**src/rtl/adc_frame_packer.sv**
```systemverilog
// Packs a snapshot of up to 16 ADC channel words into a framed 16-bit valid/ready stream.
// Optional checksum trailer word enabled by defining PACKER_CHECKSUM_EN.
module adc_frame_packer #(
    parameter int          N_CH     = 16,
    parameter logic [15:0] HDR_WORD = 16'hA5A5
) (
    input  logic                 CLK_20M,
    input  logic                 RESET,
    input  logic [16*N_CH-1:0]   CH_DATA,
    input  logic [N_CH-1:0]      CH_MASK,
    input  logic                 SAMPLE_STB,
    output logic [15:0]          OUT_DATA,
    output logic                 OUT_VALID,
    input  logic                 OUT_READY,
    output logic                 OUT_SOF,
    output logic                 OUT_EOF,
    output logic                 BUSY,
    output logic [15:0]          DROP_CNT
);

    typedef enum logic [2:0] {
        ST_IDLE = 3'd0,
        ST_HDR  = 3'd1,
        ST_SEQ  = 3'd2,
`ifdef PACKER_CHECKSUM_EN
        ST_CSUM = 3'd4,
`endif
        ST_DATA = 3'd3
    } state_t;

    state_t                 state_r;
    logic [15:0]            out_data_r;
    logic                   out_valid_r;
    logic                   out_sof_r;
    logic                   out_eof_r;
    logic                   busy_r;
    logic [15:0]            drop_cnt_r;
    logic [15:0]            seq_r;
    logic [N_CH-1:0][15:0]  data_buf_r;
    logic [N_CH-1:0]        mask_rem_r;
`ifdef PACKER_CHECKSUM_EN
    logic [15:0]            csum_r;
`endif

    logic [3:0]             first_idx_s;
    logic                   any_rem_s;
    logic [N_CH-1:0]        rem_after_s;
    logic                   last_ch_s;
    logic [15:0]            ch_word_s;
    logic                   xfer_s;
    logic                   frame_done_s;
    logic                   start_s;

    // Lowest remaining mask bit selects the next channel word.
    always_comb begin
        first_idx_s = 4'd0;
        for (int i = N_CH - 1; i >= 0; i--) begin
            first_idx_s = mask_rem_r[i] ? 4'(i) : first_idx_s;
        end
        any_rem_s                = |mask_rem_r;
        rem_after_s              = mask_rem_r;
        rem_after_s[first_idx_s] = 1'b0;
        last_ch_s                = (rem_after_s == {N_CH{1'b0}});
        ch_word_s                = data_buf_r[first_idx_s];
    end

    assign xfer_s       = out_valid_r & OUT_READY;
    assign frame_done_s = xfer_s & out_eof_r;
    // A strobe coinciding with the EOF transfer starts the next frame back-to-back.
    assign start_s      = SAMPLE_STB & ((state_r == ST_IDLE) | frame_done_s);

    // Frame sequencer with registered stream outputs, drop counter and sequence number.
    always_ff @(posedge CLK_20M) begin
        if (RESET) begin
            state_r     <= ST_IDLE;
            out_data_r  <= 16'h0000;
            out_valid_r <= 1'b0;
            out_sof_r   <= 1'b0;
            out_eof_r   <= 1'b0;
            busy_r      <= 1'b0;
            drop_cnt_r  <= 16'h0000;
            seq_r       <= 16'h0000;
            data_buf_r  <= {N_CH{16'h0000}};
            mask_rem_r  <= {N_CH{1'b0}};
`ifdef PACKER_CHECKSUM_EN
            csum_r      <= 16'h0000;
`endif
        end else begin
            if (frame_done_s) begin
                seq_r <= seq_r + 16'd1;
            end
            if (SAMPLE_STB && busy_r && !frame_done_s && (drop_cnt_r != 16'hFFFF)) begin
                drop_cnt_r <= drop_cnt_r + 16'd1;
            end

            if (start_s) begin
                data_buf_r  <= CH_DATA;
                mask_rem_r  <= CH_MASK;
                out_data_r  <= HDR_WORD;
                out_valid_r <= 1'b1;
                out_sof_r   <= 1'b1;
                out_eof_r   <= 1'b0;
                busy_r      <= 1'b1;
                state_r     <= ST_HDR;
`ifdef PACKER_CHECKSUM_EN
                csum_r      <= HDR_WORD;
`endif
            end else if (xfer_s) begin
                case (state_r)
                    ST_HDR: begin
                        // The sequence word is emitted after the header transfer, so a
                        // back-to-back frame already sees the incremented value.
                        out_data_r <= seq_r;
                        out_sof_r  <= 1'b0;
`ifdef PACKER_CHECKSUM_EN
                        out_eof_r  <= 1'b0;
                        csum_r     <= csum_r ^ seq_r;
`else
                        out_eof_r  <= ~any_rem_s;
`endif
                        state_r    <= ST_SEQ;
                    end
                    ST_SEQ, ST_DATA: begin
                        if (out_eof_r) begin
                            out_valid_r <= 1'b0;
                            out_sof_r   <= 1'b0;
                            out_eof_r   <= 1'b0;
                            busy_r      <= 1'b0;
                            state_r     <= ST_IDLE;
                        end else if (any_rem_s) begin
                            out_data_r <= ch_word_s;
                            mask_rem_r <= rem_after_s;
`ifdef PACKER_CHECKSUM_EN
                            out_eof_r  <= 1'b0;
                            csum_r     <= csum_r ^ ch_word_s;
`else
                            out_eof_r  <= last_ch_s;
`endif
                            state_r    <= ST_DATA;
                        end else begin
`ifdef PACKER_CHECKSUM_EN
                            out_data_r <= csum_r;
                            out_eof_r  <= 1'b1;
                            state_r    <= ST_CSUM;
`else
                            out_valid_r <= 1'b0;
                            out_eof_r   <= 1'b0;
                            busy_r      <= 1'b0;
                            state_r     <= ST_IDLE;
`endif
                        end
                    end
                    default: begin
                        out_valid_r <= 1'b0;
                        out_sof_r   <= 1'b0;
                        out_eof_r   <= 1'b0;
                        busy_r      <= 1'b0;
                        state_r     <= ST_IDLE;
                    end
                endcase
            end
        end
    end

    assign OUT_DATA  = out_data_r;
    assign OUT_VALID = out_valid_r;
    assign OUT_SOF   = out_sof_r;
    assign OUT_EOF   = out_eof_r;
    assign BUSY      = busy_r;
    assign DROP_CNT  = drop_cnt_r;

endmodule

```
**config.mk**
```make
export PLATFORM = sky130hd
export DESIGN_NAME = adc_frame_packer
export DESIGN_NICKNAME = d
export VERILOG_FILES = /design/src/rtl/adc_frame_packer.sv
export SDC_FILE = /design/constraint.sdc
export NUM_CORES = 1
export LEC_CHECK = 0
export CAP_MARGIN = 20
export CORE_MARGIN = 2
export CORE_UTILIZATION = 37
export CTS_CLUSTER_DIAMETER = 30
export DETAILED_ROUTE_END_ITERATION = 8
export GPL_TIMING_DRIVEN = 0
export PLACE_DENSITY = 0.66
export SLEW_MARGIN = 20
export SYNTH_ARGS = -nofsm -noshare
export SYNTH_HDL_FRONTEND = slang
export SYNTH_SLANG_ARGS = --single-unit
```
**constraint.sdc**
```tcl
create_clock -name CLK_20M -period 4.99 [get_ports CLK_20M]
set_input_delay 0.998 -clock CLK_20M [delete_from_list [all_inputs] [get_ports CLK_20M]]
set_output_delay 0.998 -clock CLK_20M [all_outputs]
set_load 0.05 [all_outputs]
```
; Word level (Yosys, flattened, before mapping)
; Index checks and enable logic that the tools add are counted.
[classes]
magnitude_cmp = 2
n_addsub = 2
reduce_logical = 20
bitwise = 7
n_eq_ne = 12
n_mux = 47
[ops]
columns = cell, count
row1 = $mux 16, 10
row2 = $bmux 16 s4, 1
row3 = $mux 4, 16
row4 = $add 16x1->16 const B, 2
row5 = $pmux 16 s2, 1
row6 = $and 16x16->16, 1
row7 = $logic_not 16->1, 1
row8 = $ne 16x16->1 const B, 1
row9 = $not 16->16, 1
row10 = $reduce_or 16->1, 1
row11 = $mux 1, 13
row12 = $reduce_and 4->1, 3
row13 = $ne 3x3->1 const B, 3
row14 = $reduce_bool 2->1, 4
row15 = $ne 2x2->1 const B, 3
row16 = $lt 4x5->1 const B, 1
row17 = $demux 1 s4, 1
row18 = $eq 2x2->1 const B, 2
row19 = $ge 4x1->1 const B, 1
row20 = $logic_and 1x1->1, 4
row21 = $mux 2, 2
row22 = $ne 4x4->1 const B, 1
row23 = $pmux 1 s2, 2
row24 = $pmux 2 s2, 1
row25 = 11 further kinds, 14
[totals]
regBits = 325
input_bits = 276
output_inout_bits = 36
elab_cells = 116

; Depth between registers and ports, before layout
; Gate-level depths: netlist (run 1).
[logic_depth]
depth_word = 27
ltp_mapped = 12
ltp_nobuf = 9

; Worst setup path after synthesis (run 1)
; Ideal clock, no wire load.
[synth_timing]
kind = input port to flip-flop
from = input OUT_READY
to = register drop_cnt_r[15] (netlist: DROP_CNT[15])
path_stages = 8
path_slack_ns = 2.322
path_buffers = 2
t_arrival_ns = 2.598
t_required_ns = 4.920
path_cell_list = and3_1 > clkbuf_1 > a211o_1 > clkbuf_1 > nor3_1 > nand2b_1 > or3_1 > a21oi_1
[synth_between]
elab_chain_cells = 5
[synth_rtl]
columns = item, line_no
row1 = start: declaration, 14  ; input logic OUT_READY,
row2 = $and 1x1->1, 67  ; assign xfer_s = out_valid_r & OUT_READY;
row3 = $and 1x1->1, 68  ; assign frame_done_s = xfer_s & out_eof_r;
row4 = $logic_not 1->1, 92  ; if (SAMPLE_STB && busy_r && !frame_done_s && (drop_cnt_r != 16'hFFFF)) begin
row5 = $logic_and 1x1->1 (2 in series), 92
row6 = end signal: assignment, 93  ; drop_cnt_r <= drop_cnt_r + 16'd1;
row7 = end: declaration, 37  ; logic [15:0] drop_cnt_r;
; Every way passes these cells.
; A chain may end at the register's enable or synchronous reset.

; Worst setup path in the final report (run 1)
[layout_timing]
from = input OUT_READY
to = register data_buf_r[44] (netlist bit)
[layout_between]
elab_chain_cells = 4
[layout_rtl]
columns = item, line_no
row1 = $and 1x1->1, 67
row2 = $and 1x1->1, 68
row3 = $or 1x1->1, 70  ; assign start_s = SAMPLE_STB & ((state_r == ST_IDLE) | frame_done_s);
row4 = $and 1x1->1, 70
row5 = end signal: assignment, 83  ; data_buf_r <= {N_CH{16'h0000}};
row6 = end: declaration, 39  ; logic [N_CH-1:0][15:0] data_buf_r;
; Every way passes these cells.

==> reports/summary.md, run 1 <==
The initial antenna violation count was 0. The number of flops mapped to enable cells by yosys came out at 0. In this run the critical register-to-register path is captured at OUT_DATA[11]$_SDFFE_PP0P_.

The starting utilization of the core area was 37.4%; the quantity of I/O buffers inserted on ports was 311. The proportion of netlist area held by the largest area contributor was 46.3%; the clock latency of the later-clocked register in the worst-skew pair was 0.58 ns. The run gives 0 as the count of hold-fix buffers inserted at cts.

312 I/O pins were placed. TritonCTS built the clock tree. The mean routed wirelength per cell was 21.5 um. The final hold violation count was 0.

The floorplan die width was 199 um; the summed area of non-filler cells in the final layout was 20400 um^2. In this run the most critical hold path is launched from data_buf_r[52]$_SDFFE_PP0P_. Setup repair after global routing left no endpoint under its margin.

The run gives 31.1% as the share of total power in sequential cells. Highest clock frequency the design can meet: 0.242 GHz. The worst hold margin was 0.451 ns; the register-to-register setup slack was 0.96 ns.

CTS placed an instance of clkbuf_16 at the clock tree root. The final setup violation count is 0, and the via count normalized by instance count is 5.45. Entering global routing, the biggest net connects 12 pins.

The flop and latch count out of synthesis was 325; the total routing resource utilization after global routing was 30.0%. Area overhead of the layout relative to synthesis: 45.2%. After detailed routing, the total wire length is 60900 um. The path class of the tightest hold or removal check is reg2reg. The flow ran to the end, and the final reports show no timing, DRC or antenna violations. The first detailed-routing pass ran for 5 iterations. The die covers 39600 um^2.

The logs give 0 for the number of diodes added for antenna fixing and 3 for the deepest clock path buffer count. The detailed router placed 15400 vias in this run. The cell area that synthesis handed to floorplanning was 14100 um^2. In the routed design, unresolved DRC markers number 0. The tools report the clock share of power as 54.2%.

The via count of the first global-routing pass is 14700, and the chip height is 199 um. Buffers added to address setup during post-CTS repair amount to 0. The final RePlAce weighted congestion came out at 0.961. Nature of the critical path endpoint: a register. The critical path required time was 5.49 ns; the post-synthesis sequential area ratio was 46.3%. Summed over all nets, the switching power comes to 2580 uW. The clock-pin slew on the worst setup and hold paths is 0.05 ns.

At the pin with the least slew margin, the transition time is 1.23 ns. Of the cells placed in the final design, the portion with a size suffix greater than 1 is 7.51%. Of the total power, the share spent switching nets is 28.0%.

Headroom to the max-slew limit came out at 16.2%. The number of cells on the worst reg-to-reg path is 7. The beginning of the worst register-to-register path is mask_rem_r[2]$_SDFFE_PP0P_. The logs give 0 for the total of max-cap violations and 0.0301 ns for the final setup skew. Along the worst hold path, the cell count comes to 2. The tree built by TritonCTS fans out to 325 sinks. The slowest stage of the critical path belongs to the cell clkbuf_1.

In the post-synthesis netlist, the biggest area contributors are dfxtp_1, nand2_1, a21oi_1, clkbuf_1, mux2i_1. The signal on the critical path passes through clkdlybuf4s50_1, and3_1, clkbuf_1, o21a_1, clkbuf_1, clkbuf_1, clkbuf_1, nand2_1, a21oi_1. In this run the standard cell core region covers 37600 um^2.

The critical path is of the in2reg type. The smallest clock period supported by the final layout is computed as 4.13 ns. The HPWL after detailed placement is 46800 um.

Most area-hungry cell type in the Yosys netlist: dfxtp_1. Type of element launching the critical path: an input port. The clock buffer count from CTS was 75; the remaining antenna violation count after routing was 0. The cell seen most often among critical-path stages was clkbuf_1. For the number of max-slew violations in the final report, the log shows 0. For hold timing, the worst endpoint is data_buf_r[52]$_SDFFE_PP0P_. Synthesis produced 1869 cells. The worst supply voltage drop on vdd was 310 uV; the total leakage power was 0.00751 uW. The number of violations reported at the end of detailed-routing iteration 0 is 1424. The average instance in the mapped netlist occupies 7.53 um^2. The number of different library cells used by synthesis comes to 61.

The logs give 88200 um for the first-pass GRT wire length and 0 ns for the setup total negative slack. For the combinational power share, the log shows 14.7%. For this run, the post-layout net count is 2536. The number of instances resized during post-cts repair was 0; the delay of the slowest cell on the worst path was 0.88 ns. The utilization of the core after routing was 54.4%; the power density relative to cell area was 452 nW/um^2.

Along the worst path, the maximum fanout reaches 10. Yosys printed 0 warnings. Internal power component: 6650 uW. In the synthesized netlist the async set-or-reset flop fraction comes to 0%. The tools report the global-route congestion overflow total as 0.

The worst path arrival time is 4.63 ns, and the post-synthesis net count is 2147. Of the available clock period, the critical path in the final layout requires 82.8%. The floorplan has 71 rows. In the synthesized netlist the dominant register cell turns out to be dfxtp_1. CTS built an H-tree with a depth of 3.

Summing all placed instances gives a cell area of 17800 um^2.
## how the worst max path moves through the flow
stage,startpoint,endpoint,slack (ns),cells past startpoint
floorplan,OUT_READY,DROP_CNT[15]$_SDFFE_PP0P_,2.32,8
global placement,OUT_READY,data_buf_r[42]$_SDFFE_PP0P_,0.43,9
detailed placement,OUT_READY,data_buf_r[42]$_SDFFE_PP0P_,0.37,9
CTS,OUT_READY,data_buf_r[44]$_SDFFE_PP0P_,0.90,9
global route,OUT_READY,data_buf_r[44]$_SDFFE_PP0P_,0.75,9
finish,OUT_READY,data_buf_r[44]$_SDFFE_PP0P_,0.86,9
## stage by stage
step           total power, uW  std cells  setup WS, ns
3_5_place_dp              4230       2692         0.372
3_3_place_gp              4220       2691         0.433
2_1_floorplan             3580       1869          2.32
6_report                  9230       2827         0.858
4_1_cts                   9210       2827         0.896
5_1_grt                   9480       2827         0.755
## cells in the mapped netlist (3+ instances only)
cell         n
nand2_1    668
a21oi_1    328
dfxtp_1    325
clkbuf_1   102
nor2_1      84
mux2i_1     37
nand3_1     25
o21ai_0     24
xor2_1      18
buf_2       16
a32oi_1     15
nor3_1      15
o22ai_1     15
a2111oi_0   12
a211oi_1    12
a221o_1      9
buf_4        9
o221ai_1     9
or3_1        9
a22oi_1      8
nor3b_1      8
a22o_1       7
and3_1       7
buf_1        7
o2bb2ai_1    7
a41o_1       6
inv_1        6
nand2b_1     6
nand4_1      6
xnor2_1      6
buf_6        4
nor3_2       4
nor4_1       4
o31ai_1      4
a211o_1      3
a221oi_1     3
and2_1       3
o21a_1       3
o21ai_1      3
## power groups by stage
stage | Combinational (uW) | Sequential (uW) | Clock [uW]
final | 1360 | 2870 | 5010
after global routing | 1430 | 2880 | 5170
after CTS | 1330 | 2860 | 5020
after detailed placement | 1320 | 2910 | 0
after global placement | 1310 | 2910 | 0
after floorplan | 682 | 2890 | 0
## area by class of cell
class	count	area, um^2
Sequential cell	325	6510
Buffer	138	602
Clock inverter	42	547
Multi-Input combinational cell	1400	6940
Inverter	6	22.5
Clock buffer	93	2050
Timing Repair Buffer	312	3120
Fill cell	3542	17200
Tap cell	511	639
## metal layers
layer  wire [um]  track usage, %
met5           0               0
met4        2970            14.4
met3        4690            5.31
met2       27800            48.8
met1       25400            38.6
## registers in the layout, indices dropped and copies added, names as in the netlist
| name | count |
|---|---|
| DROP_CNT | 16 |
| BUSY | 1 |
| seq_r | 16 |
| mask_rem_r | 16 |
| data_buf_r | 256 |
| OUT_SOF | 1 |
| state_r | 2 |
| OUT_EOF | 1 |
| OUT_DATA | 16 |
## placed cells by master, fill, tap and decap left out, types with 16 or more instances in the layout
cell / instances
a21oi_1: 328
buf_2: 16
clkbuf_1: 109
clkbuf_16: 75
clkdlybuf4s50_1: 311
dfxtp_1: 325
mux2i_1: 37
nand2_1: 668
nand3_1: 25
nor2_1: 84
o21ai_0: 24
xor2_1: 18
## logic make-up (layout without fill, tap and decap cells)
family                     Yosys count  count (layout)  share of synthesized area (%)
AOI/OAI and AO/OA                  482             482                           20.2
xor gates and xnor gates            24              24                           1.49
adders and majority gates            3               3                          0.249
buffers and inverters              144             591                           4.44
DFF                                325             325                           46.3
muxes                               37              37                           2.63
and+or+nand+nor                    854             854                           24.7
## worst max-delay path: cells and delay by family
| kind | cells | cell delay, ns |
|---|---|---|
| buffers and inverters | 5 | 2.98 |
| AO/OA/AOI/OAI | 2 | 0.35 |
| AND/OR/NAND/NOR | 2 | 0.29 |
(Power assumes the default switching activity.)
==> run 2: changes to the inputs <==
- PLACE_DENSITY: 0.66 -> 0.68
- clock period: 4.99 -> 3.3 ns (I/O delays scaled with it)
==> reports/summary.md, run 2 (synthesis gave the netlist of run 1 again) <==
The via count of the first global-routing pass is 14500 (-1.5%), and the number of iterations in the first detailed-routing pass is 6 (+1). The area of the placeable core came out at 37600 um^2 (unchanged). The number of violations reported at the end of detailed-routing iteration 0 is 1554 (+9.1%), and the final RePlAce weighted congestion is 0.972 (+1.2%). Among all stages on the critical path, the largest delay is contributed by a2111oi_1.

The time the final worst path needs with I/O delays and setup is 3.21 ns, and the via count normalized by instance count is 5.43 (-0.32%). For the number of max-slew violations in the final report, the log shows 0 (unchanged). The worst-case setup margin in the final layout was 0.0882 ns (-0.769 ns). The buffers plus inverters on the worst setup path was 1 (-4).

The tools report the deepest clock path buffer count as 3 (unchanged). The clock-pin slew on the worst setup and hold paths works out to 0.05 ns (about the same). Register ranked first by flip-flop count: data_buf_r. For the pin count of the biggest net entering global routing, the log shows 12 (unchanged). The tools report the master cell of the clock root buffer as clkbuf_16. For the total die area, the log shows 39600 um^2 (unchanged).

The floorplan die width is 199 um (unchanged). Total of max-cap violations: 0 (unchanged). The total leakage power came out at 0.00749 uW (-0.32%). The tools report the total via count after detailed routing as 15300 (-0.75%). The worst hold path class was reg2reg. The post-placement worst setup slack was -0.869 ns (-1.24 ns); the area overhead of the layout relative to synthesis was 44.6%.

The share of the cycle needed by the critical path after routing is 97.3%, and the total routing resource utilization after global routing is 29.5% (-0.59 points). The transition time at the pin with the least slew margin came out at 1.01 ns (-0.214 ns). The post-route DRC violation count is 0 (unchanged), and the initial antenna violation count is 0 (unchanged). The worst hold margin was 0.452 ns (+0.00111 ns). Setup repair after global routing left no endpoint under its margin. STA classifies the critical path endpoint as a register. The final routed wirelength across all metal layers is 59700 um (-1.9%), and the chip height is 199 um (unchanged). The run gives 0.0266 ns (-0.00354 ns) as the final setup skew. The logs give 0 ns (unchanged) for the setup total negative slack and 0.311 GHz for the highest clock frequency the design can meet. The most frequent standard cell in the layout excluding fill and tap cells was nand2_1. The number of H-tree levels is 3 (unchanged).

The final setup violation count is 0 (unchanged), and the delay of the slowest cell on the worst path is 0.85 ns (-0.03 ns). The tools report the clock latency of the later-clocked register in the worst-skew pair as 0.57 ns (about the same). The tools report the global-route congestion overflow total as 0 (unchanged). Clock buffer count from CTS: 68 (-9.3%). The remaining antenna violation count after routing was 0 (unchanged); the net count reported at finish was 2528 (-0.32%). For the total number of clock tree sinks, the log shows 325 (unchanged). The mean routed wirelength per cell works out to 21.2 um (-1.4%).

The first-pass GRT wire length was 86200 um (-2.2%); the starting utilization of the core area was 37.4% (unchanged). The standard-cell row count came out at 71 (unchanged). The boundary pin count is 312 (unchanged). In the layout the commonest cells are nand2_1, a21oi_1, dfxtp_1. The number of flip-flops under the largest register name was 256 (unchanged); the worst path arrival time was 3.61 ns (-1.02 ns). STA classifies the critical path startpoint as a register. The flow ran to the end, and the final reports show no timing, DRC or antenna violations. The utilization of the core after routing is 54.1% (-0.23 points), and the layout filler cell count is 3493 (-1.4%).

Category of the most critical setup path: reg2reg. The final HPWL from detailed placement was 46400 um (-0.94%); the layout cell share with drive strength beyond 1 was 7.99% (+0.47 points). The number of diodes added for antenna fixing was 0 (unchanged); the quantity of I/O buffers inserted on ports was 311 (unchanged).

For the critical path required time, the log shows 3.70 ns (-1.79 ns). The signal on the critical path passes through clkbuf_1, nand2b_1, a21oi_1, o21ai_2, nor2_2, a2111oi_1, a211oi_1. The worst-path maximum fanout came out at 9 (-1). The count of hold-fix buffers inserted at cts is 0 (unchanged), and the worst slew margin relative to its limit is 32.3% (+16 points). The post-CTS setup repair buffer count is 0 (unchanged).

The kind of cell with the highest combined delay along the critical path is compound AO/OA/AOI/OAI gates. The worst supply voltage drop on vdd is 373 uV (+20%), and the final hold violation count is 0 (unchanged). TritonCTS built the clock tree.

Power density relative to cell area: 669 nW/um^2 (+48%).
-- run 2: worst min-delay path, stage by stage (launching register included) --
cell     delay [ns]
dfxtp_1        0.30
nand2_1        0.05
a21oi_1        0.05
-- run 2: area by class of cell --
cell class	instances	area, um^2	area share [%]
Sequential cell	325	6510	32.0
Clock buffer	85	1910	9.38
Timing Repair Buffer	311	3110	15.3
Clock inverter	39	532	2.61
Multi-Input combinational cell	1400	7000	34.4
Inverter	6	22.5	0.111
Tap cell	511	639	3.14
Buffer	138	613	3.01
-- run 2: routing by layer --
layer	vias to the layer above	track usage [%]	wire, um
li1	7150	-	-
met1	7221	37.4	24100
met2	757	47.8	27500
met3	171	5.68	5230
met4	0	14.5	2890
met5	-	0	0
-- run 2: timing repair --
item / 4_1_cts / 5_1_grt
setup endpoints to repair: 101 / 99
gates resized for setup: 11 / 19
cloned: 0 / 0
-- run 2: final timing paths --
path	start	to	slack (ns)	depth (start not counted)
max	mask_rem_r[2]$_SDFFE_PP0P_	OUT_DATA[14]$_SDFFE_PP0P_	0.09	7
min	data_buf_r[253]$_SDFFE_PP0P_	data_buf_r[253]$_SDFFE_PP0P_	0.45	2
max reg2reg	mask_rem_r[2]$_SDFFE_PP0P_	OUT_DATA[14]$_SDFFE_PP0P_	0.09	7
min reg2reg	data_buf_r[253]$_SDFFE_PP0P_	data_buf_r[253]$_SDFFE_PP0P_	0.45	2
-- run 2: stage by stage --
step           total power, uW  cell area (um^2)  cells
4_1_cts                  13600             20300   2815
6_report                 13600             20300   2815
5_1_grt                  14000             20300   2815
2_1_floorplan             5410             14100   1869
3_5_place_dp              6390             17800   2691
3_3_place_gp              6370             17800   2691
-- run 2: power breakdown --
group / switching [uW] / internal, uW
Sequential: 161 / 4170
Clock: 2240 / 4950
Combinational: 1310 / 764
==> run 3: changes to the inputs <==
- CORE_ASPECT_RATIO: not set -> 1.5
==> reports/summary.md, run 3 (synthesis gave the netlist of run 1 again) <==
Quantity of I/O buffers inserted on ports: 311 (unchanged). The count of placed standard cells in the final layout, fillers left out was 2769 (-1.6%). The logs give 3.74 ns (+0.04 ns) for the critical path required time and 31.6% (-0.68 points) for the worst slew margin relative to its limit. The chip height is 243 um (+22%). STA classifies the critical path startpoint as a register. The area overhead of the layout relative to synthesis was 40.3%. The run gives 48200 um (+3.9%) as the final HPWL from detailed placement.

The worst hold path depth is 2 (unchanged), and the summed area of non-filler cells in the final layout is 19700 um^2 (-3.0%). The worst-path maximum fanout is 10 (+1). Setup repair after global routing left no endpoint under its margin. The tools report the beginning of the worst register-to-register path as mask_rem_r[11]$_SDFFE_PP0P_. data_buf_r holds more flip-flops than any other register. The standard-cell row count is 87 (+23%), and the number of iterations in the first detailed-routing pass is 7 (+1). The area of the placeable core was 37600 um^2 (about the same).

The clock latency of the later-clocked register in the worst-skew pair was 0.58 ns (about the same). The transition time at the pin with the least slew margin is 1.02 ns (+0.0112 ns), and the highest clock frequency the design can meet is 0.305 GHz (-2.1%). The utilization of the core after routing was 52.5% (-1.6 points). The tools report the number of violations reported at the end of detailed-routing iteration 0 as 1251 (-19%). The final RePlAce weighted congestion was 0.985 (+1.3%).

The starting utilization of the core area came out at 37.5% (about the same). The final hold violation count was 0 (unchanged). The run finished with clean final reports.

For the total number of clock tree sinks, the log shows 325 (unchanged). The logs give 3 (unchanged) for the deepest clock path buffer count and 0 (unchanged) for the number of diodes added for antenna fixing. The register-to-register setup slack is 0.02 ns (-0.07 ns). Master cell of the clock root buffer: clkbuf_16. The library cell used most frequently in the layout, excluding fill and tap cells, is nand2_1.

The number of max-slew violations in the final report was 0 (unchanged); the via count of the first global-routing pass was 15200 (+5.0%). Share of the cycle needed by the critical path after routing: 99.4% (+2.1 points). The layout cell share with drive strength beyond 1 is 6.75% (-1.2 points), and the total of max-cap violations is 0 (unchanged).

The floorplan die width works out to 163 um (-18%). The via count normalized by instance count came out at 5.46 (+0.54%). The worst supply voltage drop on vdd came out at 313 uV (-16%).

The tools report the number of H-tree levels as 2 (-1). The post-placement worst setup slack is -0.725 ns (+0.144 ns), and the net count reported at finish is 2514 (-0.55%). The clock buffer count from CTS is 54 (-21%). The initial antenna violation count was 0 (unchanged). The logs give 0 (unchanged) for the post-CTS setup repair buffer count and 312 (unchanged) for the boundary pin count. For the area of placed instances, the log shows 17800 um^2 (-0.16%).

The mean routed wirelength per cell was 22.4 um (+5.5%). The logs give 0.0202 ns (-0.0679 ns) for the worst-case setup margin in the final layout and 2669 (-0.82%) for the number of placed instances, taps included. The total routing resource utilization after global routing was 30.3% (+0.90 points); the final setup violation count was 0 (unchanged). The pin count of the biggest net entering global routing was 14 (+2).

Category of the most critical setup path: reg2reg. The logs give 0.00718 uW (-4.1%) for the total leakage power and 0.0227 ns (-0.00387 ns) for the final setup skew. The power density relative to cell area was 617 nW/um^2 (-7.7%); the remaining antenna violation count after routing was 0 (unchanged). The number of cells on the worst reg-to-reg path is 9 (+2). Launch instance of the worst min-delay path: data_buf_r[36]$_SDFFE_PP0P_. The number of flip-flops under the largest register name was 256 (unchanged). The clock-pin slew on the worst setup and hold paths was 0.06 ns (about the same). The worst path arrival time is 3.72 ns (+0.11 ns).

The worst register-to-register path ends at OUT_DATA[1]$_SDFFE_PP0P_. The tools report the count of hold-fix buffers inserted at cts as 0 (unchanged). The top cell types in the final layout, fill and taps aside, are nand2_1, a21oi_1, dfxtp_1. The worst-case hold path end point was data_buf_r[36]$_SDFFE_PP0P_. The run gives 15100 (-1.1%) as the total via count after detailed routing. The first-pass GRT wire length is 89100 um (+3.4%), and the global-route congestion overflow total is 0 (unchanged). The post-route DRC violation count was 0 (unchanged). The final routed wirelength across all metal layers came out at 62000 um (+3.7%). The worst hold path class was reg2reg. The worst setup path is captured at a register. The time the final worst path needs with I/O delays and setup works out to 3.28 ns (+0.0679 ns).

The tools report the total die area as 39600 um^2 (about the same). TritonCTS built the clock tree.
-- run 3: changes by cell type in the layout (fill, tap and decap cells not counted), sizes merged --
cell    change
clkbuf     -26
inv         +7
buf         +1
bufinv      -6
-- run 3: critical path, stage by stage (launching register included) --
cell and delay [ns]:
dfxtp_1 0.54, nor2_1 0.09, a221o_1 0.40, a211oi_4 0.42, nor2_2 0.12, buf_2 0.34
mux2i_1 0.29, o22ai_1 0.17, nor4_1 0.61, a211oi_1 0.15
-- run 3: report_power, final --
part           leakage, uW  internal (uW)  switching, uW
sequential         0.00266           4160            166
combinational      0.00362            764           1340
clock             0.000899           3570           2170
-- run 3: final cells by class --
| class | count | area, um^2 |
|---|---|---|
| Timing Repair Buffer | 311 | 3110 |
| Tap cell | 489 | 612 |
| Buffer | 138 | 606 |
| Clock buffer | 60 | 1420 |
| Inverter | 6 | 22.5 |
| Sequential cell | 325 | 6510 |
| Fill cell | 3627 | 17800 |
| Clock inverter | 40 | 450 |
| Multi-Input combinational cell | 1400 | 7000 |
-- run 3: worst max path at each step --
stage,from,endpoint,slack (ns),cells past startpoint
detailed placement,OUT_READY,data_buf_r[207]$_SDFFE_PP0P_,-0.72,9
global placement,OUT_READY,data_buf_r[223]$_SDFFE_PP0P_,-0.75,9
global route,OUT_READY,data_buf_r[63]$_SDFFE_PP0P_,0.0009,8
floorplan,DROP_CNT[0]$_SDFFE_PP0P_,DROP_CNT[11]$_SDFFE_PP0P_,0.91,10
CTS,mask_rem_r[13]$_SDFFE_PP0P_,OUT_DATA[6]$_SDFFE_PP0P_,-0.004,7
finish,mask_rem_r[11]$_SDFFE_PP0P_,OUT_DATA[1]$_SDFFE_PP0P_,0.02,9
-- run 3: metrics by stage --
stage	hold slack, ns	setup TNS (ns)	power (uW)
after floorplan	0.431	0	5410
after CTS	0.454	-0.00485	12100
final	0.452	0	12200
after detailed placement	0.447	-112.23	6430
after global placement	0.441	-112.18	6410
after global routing	0.464	0	12500
-- run 3: layer usage --
layer | GRT usage (%) | part of all wire [%] | vias to the layer above | routed length [um]
met5 | 0 | 0 | - | 0
met4 | 22.0 | 8.1 | 0 | 5030
met3 | 4.72 | 6.5 | 204 | 4040
met2 | 52.9 | 49 | 712 | 30400
met1 | 33.0 | 36 | 7105 | 22500
li1 | - | - | 7110 | -
-- run 3: timing repair --
action	4_1_cts	5_1_grt
gates resized for setup	7	10
pin swaps	0	1
endpoints found under the setup margin	48	11
gates cloned	0	0
